### src/rtl/sm3_feed_pkg.sv
// sm3_feed_pkg: shared state type, byte-mask constants and helpers for the SM3 message feeder
package sm3_feed_pkg;
    typedef enum logic [1:0] {S_IDLE, S_FEED, S_WAIT, S_DONE} state_t;
    localparam logic [3:0] MASK_FULL = 4'hF;
    localparam logic [3:0] MASK_B1 = 4'b1000;
    localparam logic [3:0] MASK_B2 = 4'b1100;
    localparam logic [3:0] MASK_B3 = 4'b1110;
    localparam int ENTRY_W = 37;
    function automatic logic [2:0] popcount4(input logic [3:0] m);
        return {2'b0, m[0]} + {2'b0, m[1]} + {2'b0, m[2]} + {2'b0, m[3]};
    endfunction
    function automatic logic legal_last(input logic [3:0] m);
        return m == MASK_B1 || m == MASK_B2 || m == MASK_B3 || m == MASK_FULL;
    endfunction
endpackage

### src/rtl/sm3_feed_fifo.sv
// sm3_feed_fifo: synchronous FIFO with wrap-bit pointers and registered full/empty flags
module sm3_feed_fifo #(
    parameter int DEPTH = 4,
    parameter int W = 37
) (
    input  logic         clk,
    input  logic         rst_n,
    input  logic         push,
    input  logic         pop,
    input  logic [W-1:0] din,
    output logic [W-1:0] dout,
    output logic         full,
    output logic         empty
);
    localparam int AW = $clog2(DEPTH);
    localparam logic [AW:0] ONE = 1;
    logic [W-1:0] mem [DEPTH];
    logic [AW:0] wp, rp, wp_n, rp_n;
    logic do_push, do_pop;
    always_comb begin
        do_push = push & !full;
        do_pop = pop & !empty;
        wp_n = do_push ? wp + ONE : wp;
        rp_n = do_pop ? rp + ONE : rp;
        dout = mem[rp[AW-1:0]];
    end
    always_ff @(posedge clk or negedge rst_n) begin
        if (!rst_n) begin
            wp <= '0;
            rp <= '0;
            full <= 1'b0;
            empty <= 1'b1;
        end else begin
            wp <= wp_n;
            rp <= rp_n;
            full <= (wp_n ^ rp_n) == {1'b1, {AW{1'b0}}};
            empty <= wp_n == rp_n;
        end
    end
    always_ff @(posedge clk) begin
        if (do_push) mem[wp[AW-1:0]] <= din;
    end
endmodule

### src/rtl/sm3_msg_feeder.sv
// sm3_msg_feeder: buffers message words into the SM3 core port and holds the returned digest
module sm3_msg_feeder import sm3_feed_pkg::*; #(
    parameter int FIFO_DEPTH = 4,
    parameter int CNT_W = 32
) (
    input  logic             clk,
    input  logic             rst_n,
    input  logic             wr_vld,
    output logic             wr_rdy,
    input  logic [31:0]      wr_d,
    input  logic [3:0]       wr_byte,
    input  logic             wr_lst,
    output logic [31:0]      msg_inpt_d,
    output logic [3:0]       msg_inpt_vld_byte,
    output logic             msg_inpt_vld,
    output logic             msg_inpt_lst,
    input  logic             msg_inpt_rdy,
    input  logic [255:0]     cmprss_otpt_res,
    input  logic             cmprss_otpt_vld,
    input  logic [2:0]       dgst_rd_idx,
    output logic [31:0]      dgst_rd_d,
    output logic             dgst_vld,
    input  logic             dgst_clr,
    output logic             busy,
    output logic             err,
    output logic [CNT_W-1:0] byte_cnt
);
    state_t state;
    logic live, lst_seen, full, empty, wr_acc, xfer;
    logic [3:0] wr_mask;
    logic [ENTRY_W-1:0] head;
    logic [255:0] dgst;
    logic [CNT_W:0] cnt_sum;
    sm3_feed_fifo #(.DEPTH(FIFO_DEPTH), .W(ENTRY_W)) u_fifo (
        .clk(clk), .rst_n(rst_n), .push(wr_acc), .pop(xfer),
        .din({wr_d, wr_mask, wr_lst}), .dout(head), .full(full), .empty(empty)
    );
    // live keeps wr_rdy low while in reset and for the first cycle after release
    always_comb begin
        wr_rdy = live & !full & !lst_seen & (state == S_IDLE || state == S_FEED);
        wr_acc = wr_vld & wr_rdy;
        wr_mask = (wr_lst && legal_last(wr_byte)) ? wr_byte : MASK_FULL;
        msg_inpt_vld = state == S_FEED && !empty;
        xfer = msg_inpt_vld & msg_inpt_rdy;
        {msg_inpt_d, msg_inpt_vld_byte, msg_inpt_lst} = msg_inpt_vld ? head : '0;
        cnt_sum = {1'b0, byte_cnt} + {{(CNT_W-2){1'b0}}, popcount4(msg_inpt_vld_byte)};
        busy = state != S_IDLE;
        dgst_rd_d = dgst_vld ? dgst[{~dgst_rd_idx, 5'd0} +: 32] : '0;
    end
    always_ff @(posedge clk or negedge rst_n) begin
        if (!rst_n) begin
            state <= S_IDLE;
            live <= 1'b0;
            lst_seen <= 1'b0;
            err <= 1'b0;
            dgst_vld <= 1'b0;
            dgst <= '0;
            byte_cnt <= '0;
        end else begin
            live <= 1'b1;
            if (wr_acc && wr_lst) lst_seen <= 1'b1;
            if (wr_acc && wr_lst && !legal_last(wr_byte)) err <= 1'b1;
            if (state == S_IDLE && wr_acc) byte_cnt <= '0;
            else if (xfer) byte_cnt <= cnt_sum[CNT_W] ? '1 : cnt_sum[CNT_W-1:0];
            case (state)
                S_IDLE: if (wr_acc) state <= S_FEED;
                S_FEED: if (xfer && msg_inpt_lst) state <= S_WAIT;
                S_WAIT: if (cmprss_otpt_vld) begin
                    state <= S_DONE;
                    dgst <= cmprss_otpt_res;
                    dgst_vld <= 1'b1;
                end
                S_DONE: if (dgst_clr) begin
                    state <= S_IDLE;
                    dgst_vld <= 1'b0;
                    err <= 1'b0;
                    lst_seen <= 1'b0;
                end
                default: state <= S_IDLE;
            endcase
        end
    end
endmodule

### config.mk
export PLATFORM = sky130hd
export DESIGN_NAME = sm3_msg_feeder
export DESIGN_NICKNAME = d
export VERILOG_FILES = /design/src/rtl/sm3_feed_pkg.sv /design/src/rtl/sm3_feed_fifo.sv /design/src/rtl/sm3_msg_feeder.sv
export SDC_FILE = /design/constraint.sdc
export NUM_CORES = 1
export LEC_CHECK = 0
export ABC_AREA = 1
export BUFFER_PORTS_ARGS = -buffer_cell sky130_fd_sc_hd__buf_4
export CORE_ASPECT_RATIO = 0.7
export CORE_MARGIN = 2
export CORE_UTILIZATION = 50
export CTS_CLUSTER_DIAMETER = 120
export DETAILED_ROUTE_END_ITERATION = 12
export HOLD_SLACK_MARGIN = 0.02
export MAX_ROUTING_LAYER = met4
export PLACE_DENSITY = 0.73
export SYNTH_ARGS = -nofsm -noshare
export SYNTH_HDL_FRONTEND = slang
export SYNTH_SLANG_ARGS = --single-unit
### constraint.sdc
create_clock -name clk -period 3.29 [get_ports clk]
set_input_delay 0.1645 -clock clk [delete_from_list [all_inputs] [get_ports clk]]
set_output_delay 0.1645 -clock clk [all_outputs]
set_load 0.01 [all_outputs]
; Yosys cells after proc, flatten, opt, wreduce, memory -nomap -nowiden
; Memories as Yosys holds them, arrays and structs flattened.
; Index checks and enable logic that the tools add are counted.
[op_classes]
n_addsub = 6
shifts = 1
muxes = 24
n_reduce_logical = 21
eq_ne = 13
n_bitwise = 9
[op_table]
columns = operator, n
row1 = $shiftx A256 B9 Y32, 1
row2 = $mux W32, 4
row3 = $mux W37, 1
row4 = $add A32 B3 Y33, 1
row5 = $eq A4 B4 Y1 const B, 4
row6 = $mux W1, 10
row7 = $mux W2, 4
row8 = $pmux W2 S4, 1
row9 = $and A1 B1 Y1, 7
row10 = $add A3 B1 Y3 const B, 2
row11 = $logic_and A1 B1 Y1, 6
row12 = $mux W3, 2
row13 = $reduce_bool A2 Y1, 3
row14 = $eq A2 B2 Y1 const B, 2
row15 = $logic_not A1 Y1, 4
row16 = $logic_or A1 B1 Y1, 4
row17 = $mux W4, 1
row18 = $ne A2 B1 Y1 const B, 2
row19 = $ne A2 B2 Y1 const B, 2
row20 = $reduce_and A4 Y1, 1
row21 = $add A2 B1 Y3, 1
row22 = $add A3 B1 Y3, 1
row23 = $eq A3 B3 Y1, 1
row24 = $eq A3 B3 Y1 const B, 1
row25 = other kinds (8), 8
[totals]
ff_bits = 302
memories = 1
inputBits = 302
elab_cells = 86
out_inout_bits = 106
ram_bits = 148
[mem_list]
columns = name, depth, width, rd, rd_clocked_by_memory_dff, wr, line_no
row1 = u_fifo.mem, 4, 37, 1, 0, 1, sm3_feed_fifo.sv:17  ; logic [W-1:0] mem [DEPTH];

; Longest topological paths before layout
[depth]
depth_word = 10
mapped_depth = 20
ltp_nobuf = 18

; Hierarchy
; A second synthesis with hierarchy kept.
[hier_totals]
hier_cells = 2519
hier_area_um2 = 20880.0
[modules_own_cells]
columns = module, instances, area_per_inst_um2, cells_each, seq_area_each_um2
row1 = sm3_msg_feeder, 1, 14859.3, 2079, 7357.1
row2 = sm3_feed_fifo, 1, 6020.8, 440, 4645.7

; Worst setup path after synthesis
; Ideal clock, no wire load.
[synth_path]
kind = reg2reg
start = register u_fifo.rp[0]
end = register byte_cnt[30]
setup_ns = 0.117
path_buffers = 2
slack_ns = -0.099
t_arrival_ns = 3.272
path_stages_with_launch = 21
required_time_ns = 3.173
path_cell_list = dfrtp_1 buf_2 buf_2 nor2_1 nor2_1 o21ai_0 a21oi_1 inv_1 fa_1 fa_1 inv_1 fa_1 nand2_2 nor2_4 nand2_1 nor2_2 nand2_1 nand2_1 nand3_1 nand2_1 nand2_1
[synth_between]
elab_chain_len = 9
[synth_rtl]
columns = item, line_no
row1 = from (decl), sm3_feed_fifo.sv:18  ; logic [AW:0] wp, rp, wp_n, rp_n;
row2 = from (signal assigned), sm3_feed_fifo.sv:35  ; rp <= rp_n;
row3 = $mem_v2 Z4 W37, n/a
row4 = $mux W37, sm3_msg_feeder.sv:45  ; {msg_inpt_d, msg_inpt_vld_byte, msg_inpt_lst} = msg_inpt_vld ? head : '0;
row5 = named net msg_inpt_vld_byte[1], sm3_msg_feeder.sv:14  ; output logic [3:0] msg_inpt_vld_byte,
row6 = $add A1 B1 Y2, sm3_feed_pkg.sv:10  ; return {2'b0, m[0]} + {2'b0, m[1]} + {2'b0, m[2]} + {2'b0, m[3]};
row7 = $add A2 B1 Y3, sm3_feed_pkg.sv:10
row8 = $add A3 B1 Y3, sm3_feed_pkg.sv:10
row9 = $add A32 B3 Y33, sm3_msg_feeder.sv:46  ; cnt_sum = {1'b0, byte_cnt} + {{(CNT_W-2){1'b0}}, popcount4(msg_inpt_vld_byte)};
row10 = $mux W32 (2 in a row), sm3_msg_feeder.sv:64  ; else if (xfer) byte_cnt <= cnt_sum[CNT_W] ? '1 : cnt_sum[CNT_W-1:0];
row11 = $mux W32, sm3_msg_feeder.sv:63  ; if (state == S_IDLE && wr_acc) byte_cnt <= '0;
row12 = to (signal assigned), sm3_msg_feeder.sv:64
row13 = to (decl), sm3_msg_feeder.sv:26  ; output logic [CNT_W-1:0] byte_cnt
; The timed path passes the listed nets, and every way through them passes these cells. The select of a mux whose other input is x is not followed.
; A chain may end at the register's enable or synchronous reset.

; Worst setup path after layout
[layout_path]
start = register u_fifo.rp[0]
end = register byte_cnt[14]
[layout_between]
elab_chain_len = 9
[layout_rtl]
columns = item, line_no
row1 = $mem_v2 Z4 W37 (*), n/a
row2 = $mux W37 (*), sm3_msg_feeder.sv:45
row3 = $add A1 B1 Y2, sm3_feed_pkg.sv:10
row4 = $add A2 B1 Y3, sm3_feed_pkg.sv:10
row5 = $add A3 B1 Y3 (*), sm3_feed_pkg.sv:10
row6 = $add A32 B3 Y33 (*), sm3_msg_feeder.sv:46
row7 = $mux W32 (*) (2 in a row), sm3_msg_feeder.sv:64
row8 = $mux W32 (*), sm3_msg_feeder.sv:63
; Every way passes the cells marked *; elsewhere a longest branch is shown, timed or not. The select of a mux whose other input is x is not followed.

==> summary.txt <==
Setup path
  • Crit path launch type: flip-flop
  • Worst path cell trace: buf_6 -> nor2_1 -> nor2_1 -> o21ai_1 -> a21oi_2 -> inv_1 -> fa_2 -> fa_2 -> inv_2 -> fa_2 -> nand2_2 -> nor2_4 -> nand2_4 -> nor2_4 -> nand3_4 -> buf_12 -> nand3_1 -> nand2_1 -> o21ai_1
  • CP Max Fanout: 7
  • Crit-path slowest cell: dfrtp_2
  • Slowest Stage Delay on Critical Path: roughly 0.47 ns
  • Worst setup EP type: flip-flop
  • Req. time, crit path: 3.78 ns
  • Critical setup path kind: reg -> reg
  • CP arrival: 3.83 ns
  • Most frequent CP cell: fa_2

Power and ir drop
  • Pint: roughly 14 mW
  • Comb power frac: 0.339
  • Switch Pwr: ~7.6 mW
  • Leak Pwr: 13.9 nW
  • Switching share of power: 0.358
  • Sequential power share: 0.399
  • Clock power share: 0.263
  • Pwr/cell area: 722 nW/µm²
  • Peak supply drop: about 0.57 mV

Synthesis
  • Seq/Total Area, Yosys: 0.578
  • Top cell type's share of synthesized area: 0.363
  • Synth top cells by count: nand2_1 (957), nor2_1 (456), dfrtp_1 (301), o21ai_0 (240), edfxtp_1 (148)
  • Async SR Flop Fraction: 0.671
  • Cell count after synthesis: approximately 2500
  • Cell taking the most area after synthesis: dfrtp_1
  • Synth Area per Inst: 8.28 µm²
  • Yosys reg bits: 450
  • Top FF cell, synth: dfrtp_1
  • Ys Warns: 0
  • EDFF count, synth: approximately 150
  • Synth unique cells: 37
  • Mapped cell area: ~21000 µm²
  • Top-count cell post-synth: nand2_1
  • Dominant cells by area after synthesis: dfrtp_1 (36%), edfxtp_1 (21%), nand2_1 (17%)

Clock tree
  • Clock Latency Late Sink: 0.57 ns
  • Clk slew on worst S/H paths: approximately 0.060 ns
  • Root Driver: clkbuf_16
  • Total CTS buffers: between 40 and 50
  • CTS HTree Levels: 2
  • Bufs on Longest Clock Path: 3
  • CTS tree: yes
  • Clock sinks: 450

Timing
  • Max_slew headroom: 0.167
  • Unrepaired setup endpoints after global routing: true
  • Pins Over Slew Limit: 0
  • Setup TNS: -0.615 ns
  • Min cycle time layout: between 3 and 4 ns
  • Endpoints failing setup: 19
  • Final period util: 1.02
  • Least-Margin Pin Slew: roughly 1.2 ns
  • Worst Clk Skew: around 0.015 ns
  • Fin. Hold Viols: 0
  • Fmax: ~300 MHz
  • Final Worst Setup Slack: -0.0539 ns

Drt
  • Antenna-violating nets left: 0
  • Drt drc: 0
  • Initial DRC count: between 1500 and 2000
  • Wire length per cell: roughly 18 µm
  • Pre-antenna DRT Iters: 6
  • Via/cell ratio: around 5.4
  • DR vias: ~20000
  • Final wirelength: ~69000 µm

Global routing
  • First-pass GRT wire length: around 110000 µm
  • Largest net degree at the start of global routing: about 260
  • Vias in the first global route: 20440
  • Initial antenna violation count: 11
  • GRT Util Overall: 0.323
  • Grt total ovfl: 0

Die
  • Die span in x: 248 µm
  • Die area: 43200 µm²
  • Core Area: a little over 40000 µm²
  • Cell Rows: 62
  • Initial core utilization: 0.507
  • Die Y: approximately 170 µm
  • I/O pin count: slightly above 400

Cells and area
  • Area Growth Syn to Fin: 40.9%
  • Layout cells sized above 1: 0.188
  • Final std cells w/o fill: 3767
  • Fill cell count: 2915
  • Nets@finish: roughly 3500

Place
  • Buffers on Ports: about 400
  • RePlAce Congestion: just under 0.9
  • Post-DP HPWL: between 30000 and 40000 µm
  • Worst Setup Slack post-DPL: -0.171 ns
  • DP Cell Count: between 3000 and 4000

Min path
  • Worst Hold Class: in -> reg

Status
  • Status: complete, but fails checks
  • Failing checks: negative setup slack

Run
  • Max Cap Viol: 0
[cell families (layout without fill, tap and decap cells)]
logic type      Yosys count  in the layout  share of synthesized area
other cells               1             18                   0.000181
flops                   450            450                      0.578
buf+inv                 212            912                     0.0418
fa+ha+maj                13             13                    0.00892
xor+xnor                  5              5                    0.00211
simple gates           1480           1480                      0.278
compound gates          345            345                     0.0906
[area by class of cell]
cell class | count | area, µm² | area share
Antenna cell | 13 | 32.5 | 0.00111
Clock inverter | 23 | 322 | 0.0110
Multi-Input combinational cell | 1848 | 8060 | 0.275
Sequential cell | 450 | 12000 | 0.410
Clock buffer | 62 | 1280 | 0.0438
Inverter | 69 | 267 | 0.00911
Timing Repair Buffer | 758 | 6610 | 0.226
Tap cell | 544 | 681 | 0.0233
[registers in the layout, indices dropped and copies added, names as in the netlist]
register	flops
dgst	256
u_fifo.mem	148
byte_cnt	32
u_fifo.rp	3
u_fifo.wp	3
state	2
dgst_vld	1
err	1
live	1
lst_seen	1
u_fifo.empty	1
u_fifo.full	1
[power groups by stage]
| stage | Combinational [mW] | Sequential, mW | Clock (mW) |
|---|---|---|---|
| after CTS | 6.88 | 8.35 | 5.59 |
| after global routing | 7.95 | 8.59 | 5.85 |
| after floorplan | 4.17 | 8.22 | 0 |
| after detailed placement | 6.49 | 8.42 | 0 |
| final | 7.15 | 8.42 | 5.54 |
| after global placement | 6.30 | 8.37 | 0 |
[worst paths after layout]
path | start | end | slack (ns) | depth (start not counted)
max | u_fifo.rp[0]$_DFF_PN0_ | byte_cnt[14]$_DFFE_PN0P_ | -0.05 | 19
max in group asynchronous | rst_n | u_fifo.empty$_DFF_PN1_ | 2.30 | 3
min in group asynchronous | rst_n | dgst[227]$_DFFE_PN0P_ | 0.13 | 2
max reg2reg | u_fifo.rp[0]$_DFF_PN0_ | byte_cnt[14]$_DFFE_PN0P_ | -0.05 | 19
min reg2reg | dgst[47]$_DFFE_PN0P_ | dgst[47]$_DFFE_PN0P_ | 0.47 | 2
min | msg_inpt_rdy | state[1]$_DFFE_PN0P_ | 0.06 | 5
[routing by layer]
| metal | vias up | GRT usage | share of wire |
|---|---|---|---|
| li1 | 9369 | - | - |
| met1 | 9684 | 0.405 | 0.40 |
| met2 | 1005 | 0.518 | 0.48 |
| met3 | 294 | 0.0459 | 0.065 |
| met4 | 0 | 0.156 | 0.055 |
| met5 | - | - | 0 |
[worst max-delay path: cells and delay by family, from the launching register on]
kind / cells / cell delay, ns
simple gates: 9 / 0.94
fa+ha+maj: 3 / 1.08
compound gates: 3 / 0.28
buf+inv: 4 / 0.51
flops: 1 / 0.47
[timing repair]
item                                    4_1_cts  5_1_grt
resized for setup                             7       45
pin swaps                                     1       10
buffers inserted                              4        7
hold buffers                                297        0
hold endpoints to repair                    544        0
endpoints found under the setup margin       32       32
gates cloned                                  0        1
[metrics by stage]
stage,power (mW),util,cell area (µm²),hold slack [ns]
floorplan,12.4,-,20800,-0.131
global placement,14.7,0.596,24400,0.120
detailed placement,14.9,0.596,24400,0.120
CTS,20.8,0.709,29000,0.0515
global route,22.4,0.714,29200,0.0861
finish,21.1,0.714,29300,0.0643
[layout by cell type, fill, tap and decap left out, types with 9 or more instances in the layout]
master         synthesis  routed
edfxtp_1             148     148
nand3_1               25      25
buf_4                  6     445
clkbuf_1             105       9
dfrtp_1              301     299
buf_12                 0      11
inv_1                 64      61
nor2_4                 6      14
nor2_1               456     447
o21ai_1               20      28
a21oi_1               40      37
ha_1                  10       9
clkbuf_16              0      47
nand3_2               12       9
o21ai_2                2       9
dlygate4sd3_1          0     297
o211ai_1               9       9
nand2_1              957     953
o32ai_1               32      32
o21ai_0              240     225
diode_2                0      13
(Power assumes the default switching activity.)
